===== config.mk =====
export PLATFORM = sky130hd
export DESIGN_NAME = fetch_ctrl
export DESIGN_NICKNAME = d
export VERILOG_FILES = /design/src/rtl/fetch_pkg.sv /design/src/rtl/fetch_ctrl_branch_lut.sv /design/src/rtl/fetch_ctrl.sv
export SDC_FILE = /design/constraint.sdc
export NUM_CORES = 1
export LEC_CHECK = 0
export ABC_AREA = 1
export CORE_AREA = 2 2 50 52
export DETAILED_ROUTE_END_ITERATION = 16
export DIE_AREA = 0 0 52 54
export PLACE_DENSITY = 0.73
export SLEW_MARGIN = 10
export SYNTH_ARGS = -nofsm -noshare
export SYNTH_HDL_FRONTEND = slang
export SYNTH_SLANG_ARGS = --single-unit

===== constraint.sdc =====
create_clock -name Clk -period 1.1 [get_ports Clk]
set_input_delay 0.11 -clock Clk [delete_from_list [all_inputs] [get_ports Clk]]
set_output_delay 0.11 -clock Clk [all_outputs]
set_load 0.01 [all_outputs]

===== src/rtl/fetch_pkg.sv =====
// Shared types and constants for the fetch sequencer: FSM state encoding,
// width defaults, the halt opcode and both branch-target tables.
package fetch_pkg;

  localparam int PC_WIDTH_DEF    = 32'sd10;
  localparam int INSTR_WIDTH_DEF = 32'sd9;

  localparam logic [8:0] HALT_INSTR_DEF = 9'h1FF;

  typedef enum logic [1:0] {
    ST_IDLE = 2'd0,
    ST_RUN  = 2'd1,
    ST_HALT = 2'd2
  } fetch_state_e;

  // Absolute targets and signed relative offsets; truncated to PC width at use.
  localparam int LUT_ABS [4] = '{32'sd0, 32'sd16, 32'sd32, 32'sd63};
  localparam int LUT_REL [4] = '{32'sd2, -32'sd3, 32'sd16, -32'sd1};

endpackage


===== src/rtl/fetch_ctrl_branch_lut.sv =====
// Branch-target table indexed by how_high. With FETCH_BRANCH_RELATIVE_EN the
// entries are signed PC offsets, otherwise absolute addresses.
module branch_lut
  import fetch_pkg::*;
#(
  parameter int PC_WIDTH = PC_WIDTH_DEF
) (
  input  logic [1:0]          how_high,
  output logic [PC_WIDTH-1:0] entry
);

`ifdef FETCH_BRANCH_RELATIVE_EN
  localparam int LUT_SEL [4] = LUT_REL;
`else
  localparam int LUT_SEL [4] = LUT_ABS;
`endif

  // Table selection; negative offsets become two's complement at PC width.
  always_comb begin
    entry = '0;
    case (how_high)
      2'd0:    entry = PC_WIDTH'(LUT_SEL[0]);
      2'd1:    entry = PC_WIDTH'(LUT_SEL[1]);
      2'd2:    entry = PC_WIDTH'(LUT_SEL[2]);
      2'd3:    entry = PC_WIDTH'(LUT_SEL[3]);
      default: entry = '0;
    endcase
  end

endmodule


===== src/rtl/fetch_ctrl.sv =====
// Program counter and fetch sequencer with start/halt/done handshake.
// Optional build macro: FETCH_BRANCH_RELATIVE_EN (PC-relative branch targets).
module fetch_ctrl
  import fetch_pkg::*;
#(
  parameter int                     PC_WIDTH    = PC_WIDTH_DEF,
  parameter int                     INSTR_WIDTH = INSTR_WIDTH_DEF,
  parameter logic [PC_WIDTH-1:0]    START_ADDR  = '0,
  parameter logic [INSTR_WIDTH-1:0] HALT_INSTR  = INSTR_WIDTH'(HALT_INSTR_DEF)
) (
  input  logic                   Clk,
  input  logic                   Reset,
  input  logic                   Start,
  input  logic                   branch,
  input  logic                   taken,
  input  logic [1:0]             how_high,
  input  logic [INSTR_WIDTH-1:0] instr_in,
  output logic [PC_WIDTH-1:0]    prog_ctr,
  output logic                   running,
  output logic                   Done
);

  localparam logic [PC_WIDTH-1:0] PC_ONE = PC_WIDTH'(1'b1);

  fetch_state_e        state_q, state_d;
  logic [PC_WIDTH-1:0] pc_q, pc_d;
  logic                done_q, done_d;
  logic [PC_WIDTH-1:0] lut_entry_s;
  logic [PC_WIDTH-1:0] target_s;
  logic                is_halt_s;

  branch_lut #(
    .PC_WIDTH (PC_WIDTH)
  ) u_lut (
    .how_high (how_high),
    .entry    (lut_entry_s)
  );

`ifdef FETCH_BRANCH_RELATIVE_EN
  assign target_s = pc_q + lut_entry_s;
`else
  assign target_s = lut_entry_s;
`endif

  assign is_halt_s = (instr_in == HALT_INSTR);

  // State, PC and Done registers with synchronous reset.
  always_ff @(posedge Clk) begin
    if (Reset) begin
      state_q <= ST_IDLE;
      pc_q    <= START_ADDR;
      done_q  <= 1'b0;
    end else begin
      state_q <= state_d;
      pc_q    <= pc_d;
      done_q  <= done_d;
    end
  end

  // Next-state logic; Start only matters outside RUN.
  always_comb begin
    state_d = state_q;
    case (state_q)
      ST_IDLE: begin
        if (Start) state_d = ST_RUN;
        else       state_d = ST_IDLE;
      end
      ST_RUN: begin
        if (is_halt_s) state_d = ST_HALT;
        else           state_d = ST_RUN;
      end
      ST_HALT: begin
        if (Start) state_d = ST_RUN;
        else       state_d = ST_HALT;
      end
      default: state_d = ST_IDLE;
    endcase
  end

  // Next-PC mux and Done update; branch/taken are only looked at in RUN.
  always_comb begin
    pc_d   = pc_q;
    done_d = done_q;
    case (state_q)
      ST_IDLE: begin
        if (Start) pc_d = START_ADDR;
        else       pc_d = pc_q;
        done_d = 1'b0;
      end
      ST_RUN: begin
        if (is_halt_s) begin
          pc_d   = pc_q;
          done_d = 1'b1;
        end else if (branch && taken) begin
          pc_d   = target_s;
          done_d = 1'b0;
        end else begin
          pc_d   = pc_q + PC_ONE;
          done_d = 1'b0;
        end
      end
      ST_HALT: begin
        if (Start) begin
          pc_d   = START_ADDR;
          done_d = 1'b0;
        end else begin
          pc_d   = pc_q;
          done_d = 1'b1;
        end
      end
      default: begin
        pc_d   = START_ADDR;
        done_d = 1'b0;
      end
    endcase
  end

  assign prog_ctr = pc_q;
  assign running  = (state_q == ST_RUN);
  assign Done     = done_q;

endmodule


**Word-level counts from Yosys, hierarchy flattened**

Index checks and enable logic that the tools add are counted.

- Output and inout bits: 12
- Bits in registers: 13
- Word-level logic and storage cells: 29
- Bits of input ports: 16

- Multiplexer cells: 12
- Reductions and logical operators: 5
- $add $sub $neg: 1
- Equal/unequal tests: 8

Operators by type and width:

| kind | count |
|---|---|
| case mux 10 bit (4 select lines) | 1 |
| 2-to-1 mux 10 bit | 3 |
| case mux 10 bit (2 select lines) | 1 |
| adder 10 x 1 -> 10 bit, second input constant | 1 |
| == test 9 bit, second input constant | 1 |
| == test 2 bit, second input constant | 3 |
| case mux 2 bit (3 select lines) | 1 |
| == test 2 x 1 -> 1 bit, second input constant | 2 |
| logical NOT 2 bit | 2 |
| 2-to-1 mux 2 bit | 2 |
| 2-to-1 mux 1 bit | 3 |
| != test 2 x 1 -> 1 bit, second input constant | 1 |
| != test 2 bit, second input constant | 1 |
| case mux 1 bit (2 select lines) | 1 |
| AND reduction 2 bit | 1 |
| OR reduction 2 bit | 1 |
| logical AND 1 bit | 1 |

**Depth between registers and ports, before layout**

Gate-level depths: netlist of the first run.

- Depth in word-level cells: 5
- Gate-level depth with buffers: 9
- Depth with buffers taken out: 9

**Cells and area by module**

From an unflattened synthesis of the first run, not the netlist that was laid out.

- Cells, all modules: 165
- Area total of the unflattened synthesis: 1096.1 sq um

By module, submodules not included:

| module | cells an instance | seq. area each (sq um) | times used | area an instance (sq um) |
|---|---|---|---|---|
| fetch_ctrl | 153 | 260.2 | 1 | 1024.7 |
| branch_lut | 12 | 0.0 | 1 | 71.3 |

**Least setup slack after synthesis of the first run**

OpenSTA, ideal clock, no wires.

- Kind: reg-to-reg
- From: register state_q[1]
- To: register pc_q[9], in the netlist prog_ctr[9]
- Setup slack: -0.221 ns
- Clock period less this slack: 1.321 ns
- Library setup time: 0.067 ns
- Path buffers: 0
- Data arrival time: 1.254 ns
- Required time: 1.033 ns
- Stages on the path, launching flop included: 8
- Cells stage by stage: dfxtp_1 > inv_1 > ha_1 > a21boi_2 > nand2_1 > nor2_2 > nand3_1 > a21oi_2

- Elaborated cells on any way between the ends: 8
- Those cells by class: eq/ne (4); mux (1); reduce/logical (3)

RTL lines:

| what | line | RTL |
|---|---|---|
| from (decl) | fetch_ctrl.sv:25 | `fetch_state_e state_q, state_d;` |
| from (signal assigned) | fetch_ctrl.sv:54 | `state_q <= state_d;` |
| == test 2 x 1 -> 1 bit * | -- |  |
| via running | fetch_ctrl.sv:19 | `output logic running,` |
| != test 2 bit (no source line) | -- |  |
| AND reduction 2 bit (no source line) | -- |  |
| to (signal assigned) | fetch_ctrl.sv:55 | `pc_q <= pc_d;` |
| to (decl) | fetch_ctrl.sv:26 | `logic [PC_WIDTH-1:0] pc_q, pc_d;` |

Mark *: on every way through the listed nets, which the timed path passes. The rest lies on a longest branch.
A chain may end at the register's enable or synchronous reset.

**Final worst setup path of the first run**

- From: register state_q[1]
- To: register pc_q[9], in the netlist prog_ctr[9]

- Longest elaborated chain between the ends: 4
- Elaborated cells on any way between the ends: 8
- Those cells by class: eq/ne (4); mux (1); reduce/logical (3)

Ends and longest elaborated chain:

| what | line | RTL |
|---|---|---|
| == test 2 bit or logical NOT 2 bit (tied branches) | fetch_ctrl.sv:84 | `case (state_q)` |
| OR reduction 2 bit (no source line) | -- |  |
| != test 2 x 1 -> 1 bit (no source line) | -- |  |
| AND reduction 2 bit (no source line) | -- |  |

Several ways; a longest one is shown, not always the timed one.

==> reports/qor.csv, run 1 <==
stage;metric;value;unit
critical_path;ordered list of cells on the worst path;inv_2, ha_4, a21boi_4, nand2_1, nor2_2, nand3_2, a21oi_2;
floorplanning;Top Ports;28;
power;Max VDD drop;0.572;mV
placed_design;number of port buffers;27;
floorplanning;Die Area;0.00281;mm^2
run_status;status;finished, violations left;
yosys;register area share after synthesis;29.0;%
critical_path;crit end category;register;
placed_design;placed cell areas;0.00137;mm^2
grt;initial antenna violation count;0;
detailed_routing;DR WL/cell;13.2;um
final_layout;Util after Layout;71.0;%
power;leakage;0.746;nW
clock_network;clock sinks;13;
timing;FMAX;772;MHz
critical_path;Critical Path AT;1530;ps
yosys;mux cell area share after synthesis;0;%
detailed_routing;final WL;2.92;mm
yosys;largest area contributor in the netlist;dfxtp_1;
min_path;hold path startpoint;Reset;
timing;unrepaired setup endpoints after global routing;yes;
yosys;Distinct cells, synth;25;
detailed_routing;via count;1107;
yosys;XOR/XNOR Fraction of Synth Area;0;%
floorplanning;chip height;54;um
detailed_routing;M1 WL;1.19;mm
yosys;post-synthesis simple-gate area fraction;41.7;%
yosys;top cells by area, synth;dfxtp_1 29%, nand2_1 15%, inv_1 8.4%;
clock_network;cts hold-fix bufs;0;
detailed_routing;vias per inst;4.99;
clock_network;Worst-path clk slew;90;ps
detailed_routing;met3 wire length;138;um
clock_network;H-tree depth;1;
detailed_routing;Routed Antenna Nets;0;
run_status;failing checks;negative setup slack;
floorplanning;total core area;0.00232;mm^2
final_layout;Fill cells;164;
critical_path;FF-to-FF Start;state_q[1];
final_layout;Nets;214;
yosys;Mapped Cells;137;
yosys;synthesized area;897;um^2
timing;worst clock skew;4.32;ps
timing;Final Slew Violations;0;
detailed_routing;routed wl met2;1.57;mm
power;PD cells;725;mW/mm^2
critical_path;Critical Path Fanout Max;5;
clock_network;clock tree buffer depth;2;
critical_path;R2R depth;7;
min_path;Worst Hold Path EP;state_q[0];
detailed_routing;drt pass-1 iters;4;
yosys;largest family of logic cells by synthesized area;simple AND/OR/NAND/NOR gates;
min_path;Hold Path Class;input pin to register;
floorplanning;Core Rows;18;
timing;final worst path period need;1300;ps
clock_network;CTS tree;yes;
timing;Setup Viol. Count Final;13;
floorplanning;Starting Density;38.7;%
timing;worst-margin pin slew;270;ps
final_layout;sequential cell area;278;um^2
final_layout;layout cells sized above 1;43.8;%
final_layout;cell area after layout;0.00165;mm^2
yosys;syn avg cell area;6.55;um^2
placed_design;post-detail-place hpwl;1.95;mm
run;Max Cap Viol;0;
yosys;synthesis-stage register bit count;13;
clock_network;Num CTS Buffers;3;
yosys;YS warnings;0;
timing;final worst path period share;118;%
power;Pwr Total;1.19;mW
timing;final worst-path setup slack;-196;ps
yosys;Synth Area in Compound Gates;11.4;%
grt;grt ovf;0;
critical_path;crit start category;register;
timing;TNS Setup;-1660;ps
yosys;Yosys top cell area share;29.0;%
critical_path;critical path's slowest cell;dfxtp_2;
final_layout;multi-input logic area;757;um^2
placed_design;GPL Wtd Cong;0.902;
final_layout;antenna cells;0;
detailed_routing;highest metal used;met4;
critical_path;R2R setup slack;-200;ps
grt;Total GRT Usage;22.5;%
yosys;post-synthesis adder-cell area fraction;6.97;%
clock_network;clock latency on the worst-skew pair;290;ps
detailed_routing;drt drc;0;
grt;largest net degree at the start of global routing;9;
grt;first-pass GRT wire length;4.61;mm
critical_path;Setup Crit Path Kind;register to register;
placed_design;Placed Instances;210;
grt;vias in the first global route;1080;
final_layout;Cell Count, Final, Fillers Out;222;
critical_path;CP Data Required Time;1330;ps
clock_network;root buffer cell;clkbuf_4;
timing;Rel. slew slack;82.0;%
min_path;hold path depth;2;
final_layout;area grow syn2layout;83.5;%
critical_path;CP max stage delay;340;ps
detailed_routing;DRT iter0 DRCs;25;
timing;Fin. Hold Viols;0;
yosys;Synthesized Nets;158;
critical_path;reg2reg end;prog_ctr[9];
floorplanning;die span in x;52;um
## stage by stage
| stage | hold WS, ps | worst slack (ps) |
|---|---|---|
| floorplan | 269 | -33.4 |
| global placement | 486 | -288 |
| detailed placement | 485 | -397 |
| CTS | 486 | -149 |
| global route | 508 | -269 |
| finish | 498 | -196 |
## worst max path at each step
stage | startpoint | to | slack (ps) | cells past startpoint
finish | state_q[1] | prog_ctr[9] | -200 | 7
global route | state_q[1] | prog_ctr[9] | -270 | 7
CTS | state_q[1] | prog_ctr[9] | -150 | 7
detailed placement | instr_in[7] | prog_ctr[6] | -400 | 8
global placement | instr_in[1] | prog_ctr[2] | -290 | 7
floorplan | state_q[1] | prog_ctr[9] | -30 | 7
## timing repair
item,in CTS,in global routing
cloned,1,0
pin swaps,14,17
endpoints found under the setup margin,25,15
resized for setup,38,28
buffers inserted,5,4
## kinds of logic after synthesis
family | count (synthesis)
fa+ha+maj | 5
simple gates | 79
compound gates | 17
flops | 13
buf+inv | 23
## cells in the mapped netlist (all sizes together)
cell type	instances
nand2	40
inv	20
nor2	16
dfxtp	13
nand3	13
a21oi	8
nand4	8
ha	5
o21ai	5
buf	2
a211oi	1
a21boi	1
clkbuf	1
nand3b	1
nor3	1
o21a	1
o21bai	1
## cell type report
type | instances | area share (%)
Multi-Input combinational cell | 102 | 46.0
Timing Repair Buffer | 53 | 28.7
Sequential cell | 13 | 16.9
Inverter | 20 | 4.56
Tap cell | 30 | 2.28
Clock buffer | 4 | 1.60
## sequential cells by signal (all words and copies together) (netlist names)
name and count:
prog_ctr 10, state_q 2, Done 1
## critical path: cells and delay by family (launching register included)
family | cells | cell delay, ps
buffers and inverters | 1 | 70
DFF | 1 | 340
adders and majority gates | 1 | 180
AOI/OAI and AO/OA | 2 | 390
and+or+nand+nor | 3 | 260
## report_power, final
part	leakage, nW	internal, mW	switching (mW)
Clock	0.0150	0.141	0.188
Combinational	0.620	0.187	0.176
Sequential	0.111	0.483	0.0189
Total	0.746	0.811	0.382
## layer usage
metal  vias up  track usage (%)
li1        557                -
met5         -                0
met4         0             9.21
met2        31             42.0
met1       515             25.6
met3         4             3.33
## cells in the final DEF (no fill, tap or decap), drive strengths merged
cell type	instances
nand2	41
buf	27
inv	20
nor2	16
clkdlybuf4s50	15
dfxtp	13
nand3	13
dlygate4sd2	11
nand4	8
a21oi	8
ha	5
o21ai	5
clkbuf	4
o21a	1
a211oi	1
a21boi	1
o21bai	1
nand3b	1
nor3	1
Power figures use the tool's default switching activity.
==> run 2, diff against run 1 <==
--- a/config.mk
+++ b/config.mk
@@ -5,11 +5,11 @@
 export SDC_FILE = /design/constraint.sdc
 export NUM_CORES = 1
 export LEC_CHECK = 0
-export ABC_AREA = 1
-export CORE_AREA = 2 2 50 52
+export CORE_AREA = 2 2 46 48
+export CTS_CLUSTER_SIZE = 14
 export DETAILED_ROUTE_END_ITERATION = 16
-export DIE_AREA = 0 0 52 54
-export PLACE_DENSITY = 0.73
+export DIE_AREA = 0 0 48 50
+export PLACE_DENSITY = 0.76
 export SLEW_MARGIN = 10
 export SYNTH_ARGS = -nofsm -noshare
 export SYNTH_HDL_FRONTEND = slang
==> constraint.sdc (replaced) <==
create_clock -name Clk -period 1.44 [get_ports Clk]
set_input_delay 0.144 -clock Clk [delete_from_list [all_inputs] [get_ports Clk]]
set_output_delay 0.144 -clock Clk [all_outputs]
set_load 0.01 [all_outputs]
==> reports/qor.csv, run 2 <==
stage;metric;value;unit;change
critical_path;crit start category;register;;
placed_design;pre-CTS WS;-295;ps;+102 ps
final_layout;commonest cells after routing, fill and taps aside;30 x buf_4, 13 x clkdlybuf4s50_1, 9 x nand2_1, 9 x dlymetal6s2s_1;;
timing;final worst path period need;1470;ps;+174 ps
clock_network;Worst-path clk slew;100;ps;about the same
clock_network;H-tree depth;1;;unchanged
final_layout;antenna cells;0;;unchanged
yosys;synthesis-stage register bit count;13;;unchanged
final_layout;area grow syn2layout;85.7;%;
critical_path;R2R depth;6;;-1
floorplanning;die span in x;48;um;-7.7%
floorplanning;total core area;0.00190;mm^2;-18%
detailed_routing;via count;1082;;-2.3%
yosys;syn avg cell area;8.21;um^2;+25%
timing;Setup Viol. Count Final;1;;-12
final_layout;layout cells sized above 1;38.4;%;-5.4 points
floorplanning;chip height;50;um;-7.4%
timing;final worst-path setup slack;-30.2;ps;+166 ps
min_path;hold path startpoint;instr_in[8];;
critical_path;CP max stage delay;460;ps;+120 ps
yosys;largest area contributor in the netlist;dfxtp_1;;
power;Pwr Total;0.859;mW;-28%
power;Max VDD drop;0.505;mV;-12%
yosys;register area share after synthesis;32.3;%;+3.3 points
clock_network;CTS tree;yes;;
final_layout;Cell Count, Final, Fillers Out;186;;-16%
detailed_routing;drt drc;0;;unchanged
yosys;Mapped Cells;98;;-28%
floorplanning;Core Rows;16;;-2
placed_design;Placed Instances;175;;-17%
run_status;status;finished, violations left;;
floorplanning;Top Ports;28;;unchanged
timing;worst-margin pin slew;307;ps;+37.7 ps
final_layout;Nets;181;;-15%
yosys;most common cell in the netlist;dfxtp_1;;
final_layout;cell area after layout;0.00149;mm^2;-9.3%
final_layout;Largest register FFs;10;;unchanged
yosys;Synthesized Nets;119;;-25%
timing;unrepaired setup endpoints after global routing;yes;;
grt;Total GRT Usage;23.2;%;+0.69 points
placed_design;number of port buffers;27;;unchanged
critical_path;CP Data Required Time;1620;ps;+290 ps
timing;Fin. Hold Viols;0;;unchanged
detailed_routing;final WL;2.81;mm;-3.8%
min_path;Hold Path Class;input pin to register;;
power;combinational share of power;26.6;%;-3.8 points
timing;final worst path period share;102;%;-16 points
placed_design;GPL Wtd Cong;0.892;;-1.2%
detailed_routing;vias per inst;5.82;;+17%
yosys;Yosys top cell area share;32.3;%;+3.3 points
floorplanning;Die Area;0.00240;mm^2;-15%
floorplanning;Starting Density;42.3;%;+3.6 points
clock_network;Num CTS Buffers;3;;unchanged
critical_path;FF-to-FF Start;state_q[1];;
power;Clock power frac;29.4;%;+1.9 points
detailed_routing;DRT iter0 DRCs;25;;unchanged
critical_path;Setup Crit Path Kind;register to register;;
placed_design;post-detail-place hpwl;1.93;mm;-0.73%
power;leakage;0.664;nW;-11%
yosys;Primary FF master, synth;dfxtp_1;;
timing;Rel. slew slack;79.4;%;-2.5 points
run;Max Cap Viol;0;;unchanged
critical_path;Critical Path Fanout Max;5;;unchanged
clock_network;clock sinks;13;;unchanged
power;PD cells;575;mW/mm^2;-21%
critical_path;critical path's slowest cell;or4_4;;
final_layout;Util after Layout;78.6;%;+7.6 points
clock_network;root buffer cell;clkbuf_4;;
yosys;EDFF count, synth;0;;unchanged
timing;Final Slew Violations;0;;unchanged
critical_path;reg2reg end;prog_ctr[3];;
yosys;YS warnings;0;;unchanged
critical_path;R2R setup slack;-30;ps;+170 ps
grt;grt ovf;0;;unchanged
clock_network;clock latency on the worst-skew pair;300;ps;about the same
detailed_routing;DR WL/cell;15.1;um;+15%
min_path;Worst Hold Path EP;prog_ctr[5];;
placed_design;placed cell areas;0.00131;mm^2;-4.6%
yosys;synthesized area;805;um^2;-10%
run_status;failing checks;negative setup slack;;
power;switching share of power;31.3;%;-0.75 points
grt;vias in the first global route;1000;;-7.4%
yosys;Distinct cells, synth;32;;+28%
detailed_routing;Routed Antenna Nets;0;;unchanged
grt;first-pass GRT wire length;4.02;mm;-13%
clock_network;clock tree buffer depth;2;;unchanged
yosys;Synth top cells by count;13 x dfxtp_1, 10 x nand2_1, 7 x nand3_1;;
grt;largest net degree at the start of global routing;12;;+3
power;Reg power frac;44.0;%;+1.9 points
critical_path;Critical Path AT;1650;ps;+120 ps
grt;initial antenna violation count;0;;unchanged
detailed_routing;drt pass-1 iters;4;;unchanged
power;Internal Power;0.590;mW;-27%
critical_path;crit end category;register;;
power;switching power;0.269;mW;-30%
final_layout;commonest non-fill, non-tap cell in the layout;buf_4;;
yosys;top cells by area, synth;dfxtp_1 32%, ha_1 7.8%, o211ai_1 5.6%;;
timing;FMAX;680;MHz;-12%
critical_path;ordered list of cells on the worst path;inv_2, ha_4, inv_4, or4_4, a31oi_1, a211oi_1;;
min_path;hold path depth;5;;+3
timing;worst clock skew;12.5;ps;+8.15 ps
yosys;ys async rst share;0;%;unchanged
[run 2: area by class of cell]
class | instances | area, um^2
tap | 27 | 33.8
sequential | 13 | 274
fill | 139 | 408
timing repair buffer | 59 | 536
clock buffer | 3 | 22.5
multi-input combinational | 76 | 594
inverter | 7 | 28.8
clock inverter | 1 | 5.00
[run 2: critical path: cells and delay by family (launching register included)]
| family | cells | cell delay [ps] |
|---|---|---|
| adder cells (fa/ha/maj) | 1 | 150 |
| flip-flops | 1 | 340 |
| AND/OR/NAND/NOR | 1 | 460 |
| buffers and inverters | 2 | 120 |
| AO/OA/AOI/OAI | 2 | 280 |
[run 2: through the flow]
step	hold slack, ps	TNS, ps
6_report	510	-30.2
5_1_grt	543	-256
4_1_cts	533	-20.6
2_1_floorplan	303	-988
3_3_place_gp	528	-2370
3_5_place_dp	513	-2750
[run 2: worst max path at each step]
| stage | slack, ps | depth (start not counted) | end | from |
|---|---|---|---|---|
| after global routing | -70 | 6 | prog_ctr[3] | state_q[1] |
| after global placement | -290 | 6 | prog_ctr[6] | instr_in[0] |
| final | -30 | 6 | prog_ctr[3] | state_q[1] |
| after detailed placement | -300 | 6 | prog_ctr[6] | instr_in[0] |
| after CTS | -10 | 6 | prog_ctr[7] | state_q[1] |
| after floorplan | -150 | 7 | prog_ctr[6] | state_q[1] |
[run 2: metal layers]
layer / wire (um) / part of all wire (%) / GRT usage [%]
met1: 1110 / 39 / 26.1
met2: 1420 / 51 / 39.8
met3: 191 / 6.8 / 3.66
met4: 88 / 3.1 / 11.7
met5: 0 / 0 / 0
[run 2: repair_timing]
item | 4_1_cts | 5_1_grt
pin swaps | 4 | 12
buffers inserted | 0 | 6
endpoints found under the setup margin | 15 | 15
hold buffers | 0 | 0
resized for setup | 13 | 26
cloned | 0 | 1
[run 2: cell families after synthesis]
kind of cell / count (synthesis) / share of synthesized area [%]
and+or+nand+nor: 37 / 24.7
AOI/OAI and AO/OA: 33 / 30.0
DFF: 13 / 32.3
buffers and inverters: 10 / 5.13
adders and majority gates: 5 / 7.78
[run 2: power groups by stage]
stage	combinational (mW)	clock (mW)	sequential, mW
global placement	0.201	0	0.385
finish	0.229	0.252	0.378
floorplan	0.0778	0	0.390
detailed placement	0.205	0	0.386
global route	0.246	0.265	0.378
CTS	0.203	0.252	0.378
==> RTL edit, RTL diff (settings of run 2) <==
Set the package constant `PC_WIDTH_DEF` to 32'sd5 (it was 32'sd10).
--- a/src/rtl/fetch_pkg.sv
+++ b/src/rtl/fetch_pkg.sv
@@ -2,7 +2,7 @@
 // width defaults, the halt opcode and both branch-target tables.
 package fetch_pkg;
 
-  localparam int PC_WIDTH_DEF    = 32'sd10;
+  localparam int PC_WIDTH_DEF    = 32'sd5;
   localparam int INSTR_WIDTH_DEF = 32'sd9;
 
   localparam logic [8:0] HALT_INSTR_DEF = 9'h1FF;
Ports: changed (resized prog_ctr); port bits go from 28 to 23. No check against the original RTL was run, so the function may have changed too.
==> RTL edit against run 2 <==
Routed wire length shrank 46%. The flow still finishes with violations (negative setup slack). Worst setup slack worse by 0.012 ns. Area after synthesis shrank 34%. Clock power is 32% lower. Sequential cell count shrank 5. Count of clock-buffer cells in the layout is the same. Total power down 32%. Critical path type unchanged. Final area fell by 35%.
==> RTL edit: results (changes against run 2) <==
| Metric | Value |
|---|---|
| Crit start category | flip-flop (unchanged) |
| Clock skew | 0.0100 ns (was 0.0125 ns) |
| VDD IR max | 0.376 mV (was 0.505 mV) |
| Vias per inst | 4.83 (was 5.82) |
| CTS H-tree lvls | 1 (unchanged) |
| CTS buffer count | 3 (unchanged) |
| Syn Nets | 78 (was 119) |
| Final GP Congestion | 0.781 (was 0.892) |
| Hold crit path type | flip-flop to flip-flop (was input pin to flip-flop) |
| FF-to-FF setup slack | -0.04 ns |
| Worst EP arrival | 1.60 ns (was 1.65 ns) |
| Crit-path max FO | 7 (was 5) |
| Share of cells above drive strength 1 | 0.359 (was 0.384) |
| R2r startpoint | state_q[1] (unchanged) |
| Leak | 0.378 nW (was 0.664 nW) |
| Vias in the first global route | 616 (was 1000) |
| Total global routing track utilization | 0.141 (was 0.232) |
| Depth of the most critical reg-to-reg path | 7 (was 6) |
| Area share of the largest cell type after synthesis | 0.300 (was 0.323) |
| Count of input and output buffers | 22 (was 27) |
| Final setup margin | -0.0420 ns (was -0.0302 ns) |
| Synth top area cells | dfxtp_1, ha_1, nand4_2 (was dfxtp_1, ha_1, o211ai_1) |
| Avg WL per Cell | 12.7 um (was 15.1 um) |
| Worst-case clock buffer depth | 2 (unchanged) |
| Yosys cell types | 28 (was 32) |
| Async set-or-reset flop fraction in the synthesized netlist | 0 (unchanged) |
| Register area share after synthesis | 0.300 (was 0.323) |
| P_sw | 159 uW (was 269 uW) |
| Antenna cell count | 0 (unchanged) |
| Worst r2r dst | prog_ctr[4] (was prog_ctr[3]) |
| Slew @ Worst Pin | 0.435 ns (was 0.307 ns) |
| Synth top cells by count | dfxtp_1, nand2_1, ha_1, a21oi_1 (was dfxtp_1, nand2_1, nand3_1) |
| Drt initial violations | 2 (was 25) |
| Yosys warnings | 0 (unchanged) |
| Crit. End Element | flip-flop (unchanged) |
| Status | finished with violations (unchanged) |
| Max FFs per register | 5 (was 10) |
| Area after DPL | 885 sq um (was 0.00131 sq mm) |
| Nets | 115 (was 181) |
| Combinational share of power | 0.305 (was 0.266) |
| DRT Pass-1 Iters | 2 (was 4) |
| Reg clk slew, reported paths | 0.05 ns (was 0.10 ns) |
| Root Buffer | clkbuf_4 (unchanged) |
| FILL cells | 182 (was 139) |
| Hold Crit Depth | 2 (was 5) |
| Final setup violation count | 3 (was 1) |
| Largest net degree at the start of global routing | 10 (was 12) |
| Clk_lat worst skew | 0.25 ns (was 0.30 ns) |
| Antenna violations before repair | 0 (unchanged) |
| Failing checks | negative setup slack (unchanged) |
| First-pass GRT wire length | 2440 um (was 4020 um) |
[RTL edit: changes by cell type after synthesis, sizes merged, moves of 2 or more]
cell / delta
and4: -2
clkbuf: -2
a32o: -3
a21oi: -2
nand3: -5
o211ai: -6
nand2: -4
dfxtp: -5
a211o: +2
a221oi: -2
nor2: -2
inv: -4
nor4: -2
[RTL edit: layout make-up]
type	instances	area [sq um]	share of cell area
repair buffers	33	304	0.314
flip-flops and latches	8	168	0.173
clock buffers	3	22.5	0.0232
well taps	27	33.8	0.0348
inverters	3	16.3	0.0168
multi-input cells	45	425	0.439
[RTL edit: power groups by stage]
stage	Sequential [mW]	Combinational [mW]	Clock [mW]
after global routing	0.236	0.192	0.182
after CTS	0.236	0.175	0.173
final	0.235	0.178	0.171
after detailed placement	0.242	0.161	0
after global placement	0.241	0.157	0
after floorplan	0.243	0.0744	0
[RTL edit: routing by layer]
layer,vias up,GRT usage,share of wire
met5,-,0,0
met4,0,0.0450,0.0092
met3,2,0.0476,0.066
met2,20,0.247,0.53
met1,270,0.150,0.40
li1,283,-,-
[RTL edit: cell families after synthesis]
logic type / after synthesis / synth area share
AO/OA/AOI/OAI: 18 / 0.286
adder cells (fa/ha/maj): 5 / 0.117
buffers and inverters: 4 / 0.0281
AND/OR/NAND/NOR: 21 / 0.253
XOR/XNOR: 1 / 0.0164
flip-flops: 8 / 0.300
[RTL edit: metrics by stage]
step	setup WS, ns	hold WS (ns)	TNS [ns]	std cells	total power, mW
floorplan	0.00189	0.303	0	57	0.318
global placement	-0.129	0.488	-0.581	113	0.398
detailed placement	-0.200	0.492	-0.789	113	0.403
CTS	-0.0436	0.511	-0.101	119	0.584
global route	-0.0971	0.530	-0.350	119	0.610
finish	-0.0420	0.509	-0.0883	119	0.585
[RTL edit: worst min path at each step]
stage | startpoint | end | slack [ns]
3_5_place_dp | prog_ctr[1] | prog_ctr[1] | 0.49
6_report | prog_ctr[4] | prog_ctr[4] | 0.51
5_1_grt | prog_ctr[1] | prog_ctr[1] | 0.53
3_3_place_gp | prog_ctr[4] | prog_ctr[4] | 0.49
2_1_floorplan | Start | state_q[0] | 0.30
4_1_cts | prog_ctr[4] | prog_ctr[4] | 0.51
[RTL edit: critical path, cell delays in order (launching register included)]
cell     delay, ns
dfxtp_4       0.36
inv_4         0.08
ha_4          0.14
nand4_4       0.09
o31ai_4       0.36
buf_4         0.18
a211o_1       0.10
a21oi_2       0.05
[RTL edit: timing repair]
item,CTS,global route
gates resized for setup,7,6
setup buffers,3,0
endpoints found under the setup margin,6,7
hold buffers,0,0
pin swaps,6,7
